**config.mk**
```make
export PLATFORM = sky130hd
export DESIGN_NAME = round_sequencer
export DESIGN_NICKNAME = d
export VERILOG_FILES = /design/src/rtl/AESDefinitions.sv /design/src/rtl/round_sequencer.sv
export SDC_FILE = /design/constraint.sdc
export NUM_CORES = 1
export LEC_CHECK = 0
export BUFFER_PORTS_ARGS = -buffer_cell sky130_fd_sc_hd__buf_4
export CORE_AREA = 2 2 205 207
export CTS_CLUSTER_SIZE = 28
export DETAILED_ROUTE_END_ITERATION = 6
export DIE_AREA = 0 0 207 209
export HOLD_SLACK_MARGIN = 0.15
export PLACE_DENSITY = 0.61
export SLEW_MARGIN = 40
export SYNTH_ARGS = -nofsm -noshare
export SYNTH_HDL_FRONTEND = slang
export SYNTH_SLANG_ARGS = --single-unit
export TNS_END_PERCENT = 5
```
**constraint.sdc**
```tcl
create_clock -name clock -period 2.1 [get_ports clock]
set_clock_uncertainty 0.05 [all_clocks]
set_input_delay 0.21 -clock clock [delete_from_list [all_inputs] [get_ports clock]]
set_output_delay 0.21 -clock clock [all_outputs]
set_load 0.005 [all_outputs]
```
**src/rtl/AESDefinitions.sv**
```systemverilog
// Shared AES round-sequencer definitions: round count,
// 128-bit state type and sequencer FSM encoding.
package AESDefinitions;

    localparam int NUM_ROUNDS = 10;

    typedef logic [127:0] state_t;

    typedef enum logic [1:0] {
        IDLE,
        ROUND,
        DONE
    } seq_state_t;

endpackage

```
**src/rtl/round_sequencer.sv**
```systemverilog
// Iterates one 128-bit block through NUM_ROUNDS+1 passes of an
// external combinational round datapath, with valid/ready on both sides.
module round_sequencer #(
    parameter int NUM_ROUNDS = AESDefinitions::NUM_ROUNDS,
    parameter int RW         = 4
) (
    input  logic          clock,
    input  logic          reset,
    input  logic          inValid,
    output logic          inReady,
    input  logic [127:0]  inData,
    output logic [RW-1:0] roundNum,
    output logic [127:0]  roundIn,
    input  logic [127:0]  roundOut,
    output logic          finalRound,
    output logic          outValid,
    input  logic          outReady,
    output logic [127:0]  outData,
    output logic          busy
);
    import AESDefinitions::*;

    localparam logic [RW-1:0] LAST = RW'(NUM_ROUNDS);

    seq_state_t      state, state_n;
    logic [RW-1:0]   round_n;
    state_t          state_reg, state_reg_n;
    state_t          out_n;
    logic            valid_n;
    logic            ready_c;

    always_comb begin
        state_n     = state;
        round_n     = roundNum;
        state_reg_n = state_reg;
        out_n       = outData;
        valid_n     = outValid;
        ready_c     = 1'b0;
        unique case (state)
            IDLE: begin
                ready_c = 1'b1;
                if (inValid) begin
                    state_reg_n = inData;
                    round_n     = '0;
                    state_n     = ROUND;
                end
            end
            ROUND: begin
                state_reg_n = roundOut;
                if (roundNum == LAST) begin
                    out_n   = roundOut;
                    valid_n = 1'b1;
                    round_n = '0;
                    state_n = DONE;
                end else begin
                    round_n = roundNum + 1'b1;
                end
            end
            DONE: begin
                ready_c = outReady;
                if (outReady) begin
                    valid_n = 1'b0;
                    // Drain and refill on the same edge: no bubble
                    if (inValid) begin
                        state_reg_n = inData;
                        round_n     = '0;
                        state_n     = ROUND;
                    end else begin
                        state_n = IDLE;
                    end
                end
            end
            default: state_n = IDLE;
        endcase
    end

    always_ff @(posedge clock) begin
        if (!reset) begin
            state     <= IDLE;
            roundNum  <= '0;
            state_reg <= '0;
            outData   <= '0;
            outValid  <= 1'b0;
        end else begin
            state     <= state_n;
            roundNum  <= round_n;
            state_reg <= state_reg_n;
            outData   <= out_n;
            outValid  <= valid_n;
        end
    end

    // Reset is synchronous, so mask the handshake while it is held
    assign inReady    = reset && ready_c;
    assign roundIn    = state_reg;
    assign busy       = (state == ROUND);
    assign finalRound = (state == ROUND) && (roundNum == LAST);

endmodule

```
==> impl_results.md, run 1 <==
* Final #Nets at 2,297
* Mapped Area at 10,300 sq um
* Hold path depth at 2
* Final Slew Violations at 0
* RR Startpoint: roundNum[0]$_SDFFE_PN0P_
* R2R Path End: state[1]$_SDFFE_PN0P_
* DR iter-0 viols at 747
* Worst Setup End Kind: primary output
* DP HPWL at 28,550 microns
* Via count at 12,143
* Number of port buffers at 523
* Total power at 13.34 mW
* Internal reg-to-reg setup slack at 0.18 ns
* Final Hold Viols at 0
* GRT Util Overall at 19.22%
* Starting Density at 24.95%
* DRT Pass-1 Iters at 6
* HP Class: flop to flop
* Crit Path Max Fanout at 21
* First-pass GRT wire length at 67,930 microns
* Largest net degree at the start of global routing at 77
* Syn Inst Count at 1,306
* Setup TNS Final at 0 ns
* Crit path launch: roundNum[0]$_SDFFE_PN0P_
* Crit path kind: flop to primary output
* Clock Root Buffer: clkbuf_16
* Leakage at 8.031 nW
* Net Sw Power at 3.420 mW
* DIE AREA at 43,260 sq um
* WP data required at 1.84 ns
* Most common cell after layout, fill and taps aside: buf_4
* Run status: complete, no violations
* Die Wd at 207 microns
* FFs w/ async S/R, synth at 0%
* Critical path launch point type: flop
* Vias in the first global route at 12,452
* Worst Reg2Reg Path Length in Cells at 7
* Least-Margin Pin Slew at 0.5389 ns
* Mean Syn Cell Area at 7.888 sq um
* Clock power share at 40.6%
* GR Overflow Total at 0
* Total CTS buffers at 30
* Syn Nets at 1,568
* IO Pins at 524
* Switching part of the total at 25.63%
* WP data arrival at 1.74 ns
* Core Box Area at 41,290 sq um
* Antenna Violating Nets Remaining at 0
* Vias per inst at 4.676
* Final hold slack at 0.4032 ns
* CP Buf/Inv Count at 3
* Most used DFF post-synth: dfxtp_1
* Crit-path max cell delay at 0.37 ns
* Layout cells sized above 1 at 30.35%
* Flop pwr share at 40.8%
* Yosys reg bits at 263
* Cell Int Power at 9.922 mW
* WL final at 43,900 microns
* Cell row count at 75
* Slowest CP cell: dfxtp_4
* Final period utilization at 95.27%
* Worst-path cell chain: inv_1, ha_1, and3b_1, nand2_4, clkinv_8, buf_4
* H-tree Lvls at 1
* Post-synthesis sequential area ratio at 51.11%
* Ys Warns at 0
* Post-route DRC at 0
* Max Buffers Root-to-Sink at 3
* Endpoint, Worst Hold: outData[51]$_SDFFE_PN0P_
* Combinational share of power at 18.6%
* Delay-heaviest family, CP: flip-flops
* IR drop worst, VDD at 0.0005047 V
* Die height at 209 microns
* Synth cell types at 29
* EDFF count, synth at 0
* Gpl congestion at 0.8607
* Pwr Density at 722.1 nW/um^2
* Antenna violations before repair at 2
* Hold Startpoint: outData[51]$_SDFFE_PN0P_
* Minimum clock period at 2.001 ns
* RSZ-0062 raised after global routing: no
* Max-slew headroom at 64.08%
* Clock slew at reported path FFs at 0.06 ns
* Area growth syn-to-layout at 79.36%
* WL per Instance at 16.90 microns
* # clock sinks at 263
* F_max at 499.8 MHz
* Most frequent cells in the layout: 534 x buf_4, 513 x nand2_1, 261 x dfxtp_1, 260 x dlygate4sd3_1, 133 x nor2_1
* Worst skew pair latency at 0.55 ns
* Fill count at 3,925
* CTS tree: built
* Final setup violation count at 0
* Max-Cap Viols at 0
-- worst register-to-register path, cell delays in order, from the launching register on --
cell and delay [ns]:
dfxtp_4 0.37, inv_1 0.05, ha_1 0.18, and3b_1 0.21, nand2_4 0.11, clkinv_8 0.11, o21a_1 0.19, dlygate4sd3_1 0.54
-- per-layer routing --
metal | share of wire (%) | track usage (%) | vias up
met5 | 0 | 0 | -
li1 | - | - | 5836
met3 | 7.0 | 4.494 | 153
met4 | 5.3 | 10.32 | 0
met1 | 41 | 22.74 | 5628
met2 | 47 | 32.30 | 526
-- stage by stage --
stage	cells	instance area (sq um)	utilization, %	setup WS, ns
after floorplan	1306	10300	-	0.5470
after global placement	2281	14780	35.80	0.3505
after detailed placement	2281	14780	35.80	0.3290
after CTS	2594	18460	44.70	0.01996
after global routing	2597	18480	44.75	0.007118
final	2597	18480	44.75	0.09938
-- cells in the mapped netlist, types with 2 or more instances --
master | number | area share (%)
buf_4 | 5 | 0.36
a21oi_1 | 110 | 5.3
inv_1 | 2 | 0.073
a21boi_0 | 20 | 1.5
inv_2 | 2 | 0.073
clkbuf_1 | 40 | 1.5
o21ai_0 | 3 | 0.15
nor2_1 | 133 | 4.8
nand2_1 | 513 | 19
nor3_1 | 2 | 0.097
nand2b_1 | 2 | 0.12
dfxtp_1 | 263 | 51
buf_2 | 68 | 3.3
a311oi_2 | 12 | 1.7
a311oi_1 | 116 | 9.9
ha_1 | 2 | 0.24
-- final cells by class --
| cell class | instances | area (sq um) | share of cell area [%] |
|---|---|---|---|
| repair buffers | 810 | 6952 | 37.62 |
| flip-flops and latches | 263 | 5270 | 28.52 |
| multi-input cells | 925 | 4502 | 24.37 |
| clock buffers | 40 | 889.6 | 4.815 |
| well taps | 539 | 674.4 | 3.650 |
| clock inverters | 13 | 142.6 | 0.7720 |
| inverters | 5 | 41.29 | 0.2235 |
| diodes | 2 | 5.005 | 0.02709 |
-- power groups by stage --
stage          clock, mW  sequential [mW]  combinational (mW)
6_report            5.41             5.44                2.49
5_1_grt             5.78             5.47                2.68
3_5_place_dp           0             5.54                2.03
3_3_place_gp           0             5.53                2.01
2_1_floorplan          0             5.54               0.834
4_1_cts             5.57             5.44                2.47
-- how the worst max path moves through the flow --
stage / depth (start not counted) / endpoint / slack, ns
after floorplan: 8 / outData[85]$_SDFFE_PN0P_ / 0.55
after global placement: 5 / roundIn[126]$_SDFFE_PN0P_ / 0.35
after detailed placement: 5 / roundIn[126]$_SDFFE_PN0P_ / 0.33
after CTS: 5 / finalRound / 0.02
after global routing: 6 / finalRound / 0.007
final: 6 / finalRound / 0.1
-- repair_timing --
item	4_1_cts	5_1_grt
endpoints found under the hold margin	261	0
gates cloned	1	0
setup buffers	0	1
setup endpoints to repair	2	1
hold buffers	260	0
resized for setup	4	3
pin swaps	0	1
-- logic make-up after synthesis --
family,share of synthesized area [%]
AOI/OAI and AO/OA,19.09
adders and majority gates,0.2429
and+or+nand+nor,24.24
DFF,51.11
buffers and inverters,5.308
No activity file was read; power rests on OpenSTA's default activity.
==> run 2: changes to the inputs <==
CELL_PAD_IN_SITES_DETAIL_PLACEMENT = 1   (was unset)
CELL_PAD_IN_SITES_GLOBAL_PLACEMENT = 1   (was unset)
CORE_AREA = 2 2 203 205   (was 2 2 205 207)
DIE_AREA = 0 0 205 207   (was 0 0 207 209)
GPL_ROUTABILITY_DRIVEN = 0   (was unset)
PLACE_DENSITY = 0.79   (was 0.61)
==> impl_results.md, run 2 (synthesis results as in run 1) <==
* DR iter-0 viols at 631 (-16%)
* # clock sinks at 263 (unchanged)
* Starting Density at 25.52% (+0.57 points)
* HP Class: flop to flop
* Final Slew Violations at 0 (unchanged)
* Die Wd at 205 microns (-0.97%)
* Met1 wire length at 20,640 microns (+16%)
* Number of port buffers at 523 (unchanged)
* Core Box Area at 40,370 sq um (-2.2%)
* Final hold slack at 0.4048 ns (+0.001536 ns)
* Max Used Layer: met4
* Max Buffers Root-to-Sink at 3 (unchanged)
* Minimum clock period at 2.059 ns (+0.05819 ns)
* Slowest CP cell: dfxtp_4
* Critical path launch point type: flop
* Clock slew at reported path FFs at 0.06 ns (about the same)
* Final core utilization at 45.66% (+0.91 points)
* Largest net degree at the start of global routing at 115 (+49%)
* RSZ-0062 raised after global routing: yes
* IO Pins at 524 (unchanged)
* GR Overflow Total at 0 (unchanged)
* Final period utilization at 98.04% (+2.8 points)
* Worst skew pair latency at 0.54 ns (about the same)
* Total power at 13.61 mW (+2.0%)
* Internal reg-to-reg setup slack at 0.11 ns (-0.07 ns)
* Crit path kind: flop to primary output
* Pwr Density at 738.3 nW/um^2 (+2.2%)
* Final non-filler cell total at 2,592 (-0.19%)
* Post-route DRC at 0 (unchanged)
* R2R Path End: state[0]$_SDFFE_PN0P_
* Crit path launch: roundNum[0]$_SDFFE_PN0P_
* Crit Path Max Fanout at 26 (+24%)
* Die height at 207 microns (-0.96%)
* Max-slew headroom at 61.21% (-2.9 points)
* Max-Cap Viols at 0 (unchanged)
* F_max at 485.7 MHz (-2.8%)
* GRT Util Overall at 24.69% (+5.5 points)
* First-pass GRT wire length at 82,320 microns (+21%)
* WL per Instance at 21.39 microns (+27%)
* Area of the multi-input gates at 4503 sq um (about the same)
* WL final at 55,440 microns (+26%)
* Least-Margin Pin Slew at 0.5819 ns (+0.04301 ns)
* Vias per inst at 4.971 (+6.3%)
* DRT Pass-1 Iters at 5 (-1)
* Leakage at 7.995 nW (-0.45%)
* Met3 wire length at 3199 microns (+3.8%)
* Most frequent cells in the layout: 528 x buf_4, 513 x nand2_1, 260 x dlygate4sd3_1, 259 x dfxtp_1, 133 x nor2_1
* Final #Nets at 2,291 (-0.26%)
* Cell row count at 74 (-1.3%)
* Fill count at 4,746 (+21%)
* CTS tree: built
* Setup slack at placement at 0.1869 ns (-0.1422 ns)
* Via count at 12,884 (+6.1%)
* Setup ws final at 0.04119 ns (-0.05819 ns)
* Final Hold Viols at 0 (unchanged)
* Crit path to: finalRound
* Run status: complete, no violations
* Dpl cells at 2,267 (-0.61%)
* Most common cell after layout, fill and taps aside: buf_4
* Clock Root Buffer: clkbuf_16
* Final setup violation count at 0 (unchanged)
* Crit-path max cell delay at 0.36 ns (about the same)
* Worst Reg2Reg Path Length in Cells at 6 (-1)
* Setup TNS Final at 0 ns (unchanged)
* Worst-path cell chain: inv_1, ha_1, and3b_2, nand2_4, inv_8, buf_4
* Design area at 18,430 sq um (-0.24%)
* IR drop worst, VDD at 0.0007279 V (+44%)
* H-tree Lvls at 1 (unchanged)
* RR Startpoint: roundNum[0]$_SDFFE_PN0P_
* WP data required at 1.84 ns (about the same)
* DR WL met2 at 27,900 microns (+35%)
* Antenna Violating Nets Remaining at 0 (unchanged)
* WP data arrival at 1.80 ns (+0.06 ns)
* DIE AREA at 42,440 sq um (-1.9%)
* Antenna violations before repair at 7 (+5)
* Area growth syn-to-layout at 78.94%
* Post-DP Area at 14,700 sq um (-0.58%)
* Vias in the first global route at 14,270 (+15%)
* DP HPWL at 31,640 microns (+11%)
* Total CTS buffers at 31 (+3.3%)
* Worst Setup End Kind: primary output
* Flip-flop and latch area at 5273 sq um (about the same)
* Layout cells sized above 1 at 30.15% (-0.20 points)
## run 2: timing repair
action	in CTS	in global routing
pin swaps	1	0
setup buffers	1	0
endpoints found under the hold margin	261	0
hold buffers	260	0
cloned	0	1
endpoints found under the setup margin	2	3
resized for setup	9	4
## run 2: per-layer routing
metal / vias up / GRT usage [%]
met5: - / 0
met4: 0 / 16.05
met3: 226 / 4.987
met2: 547 / 43.84
met1: 6266 / 26.36
li1: 5845 / -
## run 2: final cells by class
cell class                 count  area share, %
timing repair buffer         803          37.31
sequential                   263          28.60
multi-input combinational    925          24.43
clock buffer                  49          5.227
tap                          532          3.611
clock inverter                 8         0.5091
inverter                       5         0.2104
antenna                        7        0.09503
## run 2: how the worst min path moves through the flow
stage               cells past startpoint                         to                       from
CTS                                     4   outData[12]$_SDFFE_PN0P_               roundOut[12]
detailed placement                      2  outData[118]$_SDFFE_PN0P_  outData[118]$_SDFFE_PN0P_
global route                            4   outData[22]$_SDFFE_PN0P_               roundOut[22]
global placement                        2   outData[13]$_SDFFE_PN0P_   outData[13]$_SDFFE_PN0P_
floorplan                               1      state[0]$_SDFFE_PN0P_                      reset
finish                                  2  outData[118]$_SDFFE_PN0P_  outData[118]$_SDFFE_PN0P_
## run 2: report_power, final
group          internal, mW  switching, mW
clock                  3.37           2.21
sequential             5.27          0.187
combinational          1.30           1.26
total                  9.94           3.66
## run 2: critical path, delay by kind of cell, from the launching register on
family	cells	cell delay, ns
fa+ha+maj	1	0.16
flops	1	0.36
buf+inv	3	0.39
simple gates	2	0.31
==> run 3: changes to the inputs <==
PLACE_DENSITY = 0.78   (was 0.79)
==> impl_results.md, run 3 (synthesis results as in run 1) <==
* Antenna violations before repair at 3 (-4)
* Worst-path cell chain: inv_1, ha_1, and3b_2, nand2_4, inv_6, buf_16, buf_4
* Final setup violation count at 0 (unchanged)
* Largest net degree at the start of global routing at 130 (+13%)
* DP HPWL at 31,580 microns (-0.20%)
* DRT Pass-1 Iters at 5 (unchanged)
* CTS tree: built
* IR drop worst, VDD at 0.0005808 V (-20%)
* Core Box Area at 40,370 sq um (unchanged)
* RSZ-0062 raised after global routing: yes
* Max Buffers Root-to-Sink at 3 (unchanged)
* Run status: complete, no violations
* Switching part of the total at 27.25% (+0.33 points)
* Area of the multi-input gates at 4503 sq um (unchanged)
* Slowest CP cell: dfxtp_2
* Starting Density at 25.52% (unchanged)
* Number of port buffers at 523 (unchanged)
* IO Pins at 524 (unchanged)
* Worst skew pair latency at 0.56 ns (+0.02 ns)
* Combinational share of power at 19.0% (about the same)
* Antenna Violating Nets Remaining at 0 (unchanged)
* Pwr Density at 739.5 nW/um^2 (+0.17%)
* DR iter-0 viols at 612 (-3.0%)
* Most common cell after layout, fill and taps aside: buf_4
* Clock Root Buffer: clkbuf_16
* Final Slew Violations at 0 (unchanged)
* WL final at 55,990 microns (+0.99%)
* First-pass GRT wire length at 84,440 microns (+2.6%)
* Least-Margin Pin Slew at 0.6625 ns (+0.08064 ns)
* Minimum clock period at 2.055 ns (-0.003784 ns)
* Layout cells sized above 1 at 30.25% (+0.096 points)
* H-tree Lvls at 1 (unchanged)
* Post-route DRC at 0 (unchanged)
* Most frequent cells in the layout: 535 x buf_4, 513 x nand2_1, 261 x dlygate4sd3_1, 260 x dfxtp_1, 133 x nor2_1
* Worst Setup End Kind: primary output
* Final hold slack at 0.4056 ns (+0.0008290 ns)
* Final core utilization at 45.87% (+0.21 points)
* Setup ws final at 0.04497 ns (+0.003784 ns)
* Crit-path max cell delay at 0.33 ns (-0.03 ns)
* Die height at 207 microns (unchanged)
* Clock power share at 41.0% (about the same)
* # clock sinks at 263 (unchanged)
* Total CTS buffers at 31 (unchanged)
* Flip-flop and latch area at 5271 sq um (about the same)
* WP data arrival at 1.80 ns (about the same)
* Cell Int Power at 9.962 mW (+0.19%)
* Final period utilization at 97.86% (-0.18 points)
* Via count at 13,071 (+1.5%)
* Max-slew headroom at 55.83% (-5.4 points)
* WL per Instance at 21.55 microns (+0.76%)
* Vias per inst at 5.031 (+1.2%)
* Total power at 13.69 mW (+0.63%)
* Clock slew at reported path FFs at 0.07 ns (about the same)
* Crit path kind: flop to primary output
* WP data required at 1.84 ns (about the same)
* HP Class: flop to flop
* Crit Path Max Fanout at 13 (-50%)
* Net Sw Power at 3.732 mW (+1.8%)
* Setup slack at placement at 0.1344 ns (-0.05248 ns)
* F_max at 486.6 MHz (+0.18%)
* Cell row count at 74 (unchanged)
* Final #Nets at 2,301 (+0.44%)
* GRT Util Overall at 25.34% (+0.65 points)
* Area growth syn-to-layout at 79.78%
* Die Wd at 205 microns (unchanged)
* Flop pwr share at 39.9% (-0.2 points)
* Leakage at 8.034 nW (+0.49%)
* Final Hold Viols at 0 (unchanged)
* GR Overflow Total at 0 (unchanged)
* Vias in the first global route at 14,659 (+2.7%)
* DIE AREA at 42,440 sq um (unchanged)
* Max-Cap Viols at 0 (unchanged)
* Critical path launch point type: flop
* Fill count at 4,772 (+0.55%)
## run 3: worst paths after layout
kind	startpoint	endpoint	slack, ns	cells past startpoint
setup / recovery	roundNum[0]$_SDFFE_PN0P_	finalRound	0.04	7
hold / removal	outData[118]$_SDFFE_PN0P_	outData[118]$_SDFFE_PN0P_	0.41	2
setup reg to reg	state[0]$_SDFFE_PN0P_	roundIn[119]$_SDFFE_PN0P_	0.04	7
hold reg to reg	outData[118]$_SDFFE_PN0P_	outData[118]$_SDFFE_PN0P_	0.41	2
## run 3: repair_timing
item                       4_1_cts  5_1_grt
hold endpoints to repair       261        0
setup buffers                    1        0
setup endpoints to repair        1        4
resized for setup                7        4
gates cloned                     2        0
hold buffers                   261        0
pin swaps                        0        2
## run 3: critical path: cells and delay by family, from the launching register on
kind | cells | cell delay (ns)
buf+inv | 4 | 0.40
flops | 1 | 0.33
simple gates | 2 | 0.31
fa+ha+maj | 1 | 0.18
## run 3: metal layers
metal / vias to the layer above / wire [microns] / global-route usage, %
li1: 5847 / - / -
met1: 6361 / 20200 / 26.57
met2: 619 / 28600 / 45.93
met3: 244 / 3438 / 4.909
met4: 0 / 3748 / 16.03
met5: - / 0 / 0
## run 3: metrics by stage
step | TNS (ns) | instances | cell area, sq um
2_1_floorplan | 0 | 1306 | 10300
3_3_place_gp | 0 | 2274 | 14750
3_5_place_dp | 0 | 2274 | 14750
4_1_cts | 0 | 2595 | 18500
5_1_grt | -0.04161 | 2598 | 18520
6_report | 0 | 2598 | 18520
## run 3: layout make-up
type / count / area share [%]
diodes: 3 / 0.04054
clock buffers: 48 / 4.966
clock inverters: 9 / 0.6756
inverters: 5 / 0.1824
multi-input cells: 925 / 24.32
flip-flops and latches: 263 / 28.46
well taps: 532 / 3.594
repair buffers: 813 / 37.76
## run 3: power by group through the flow
stage | Sequential [mW] | Combinational (mW) | Clock (mW)
6_report | 5.47 | 2.61 | 5.62
5_1_grt | 5.49 | 2.77 | 5.93
4_1_cts | 5.44 | 2.50 | 5.68
3_5_place_dp | 5.55 | 2.08 | 0
3_3_place_gp | 5.53 | 2.02 | 0
2_1_floorplan | 5.54 | 0.834 | 0
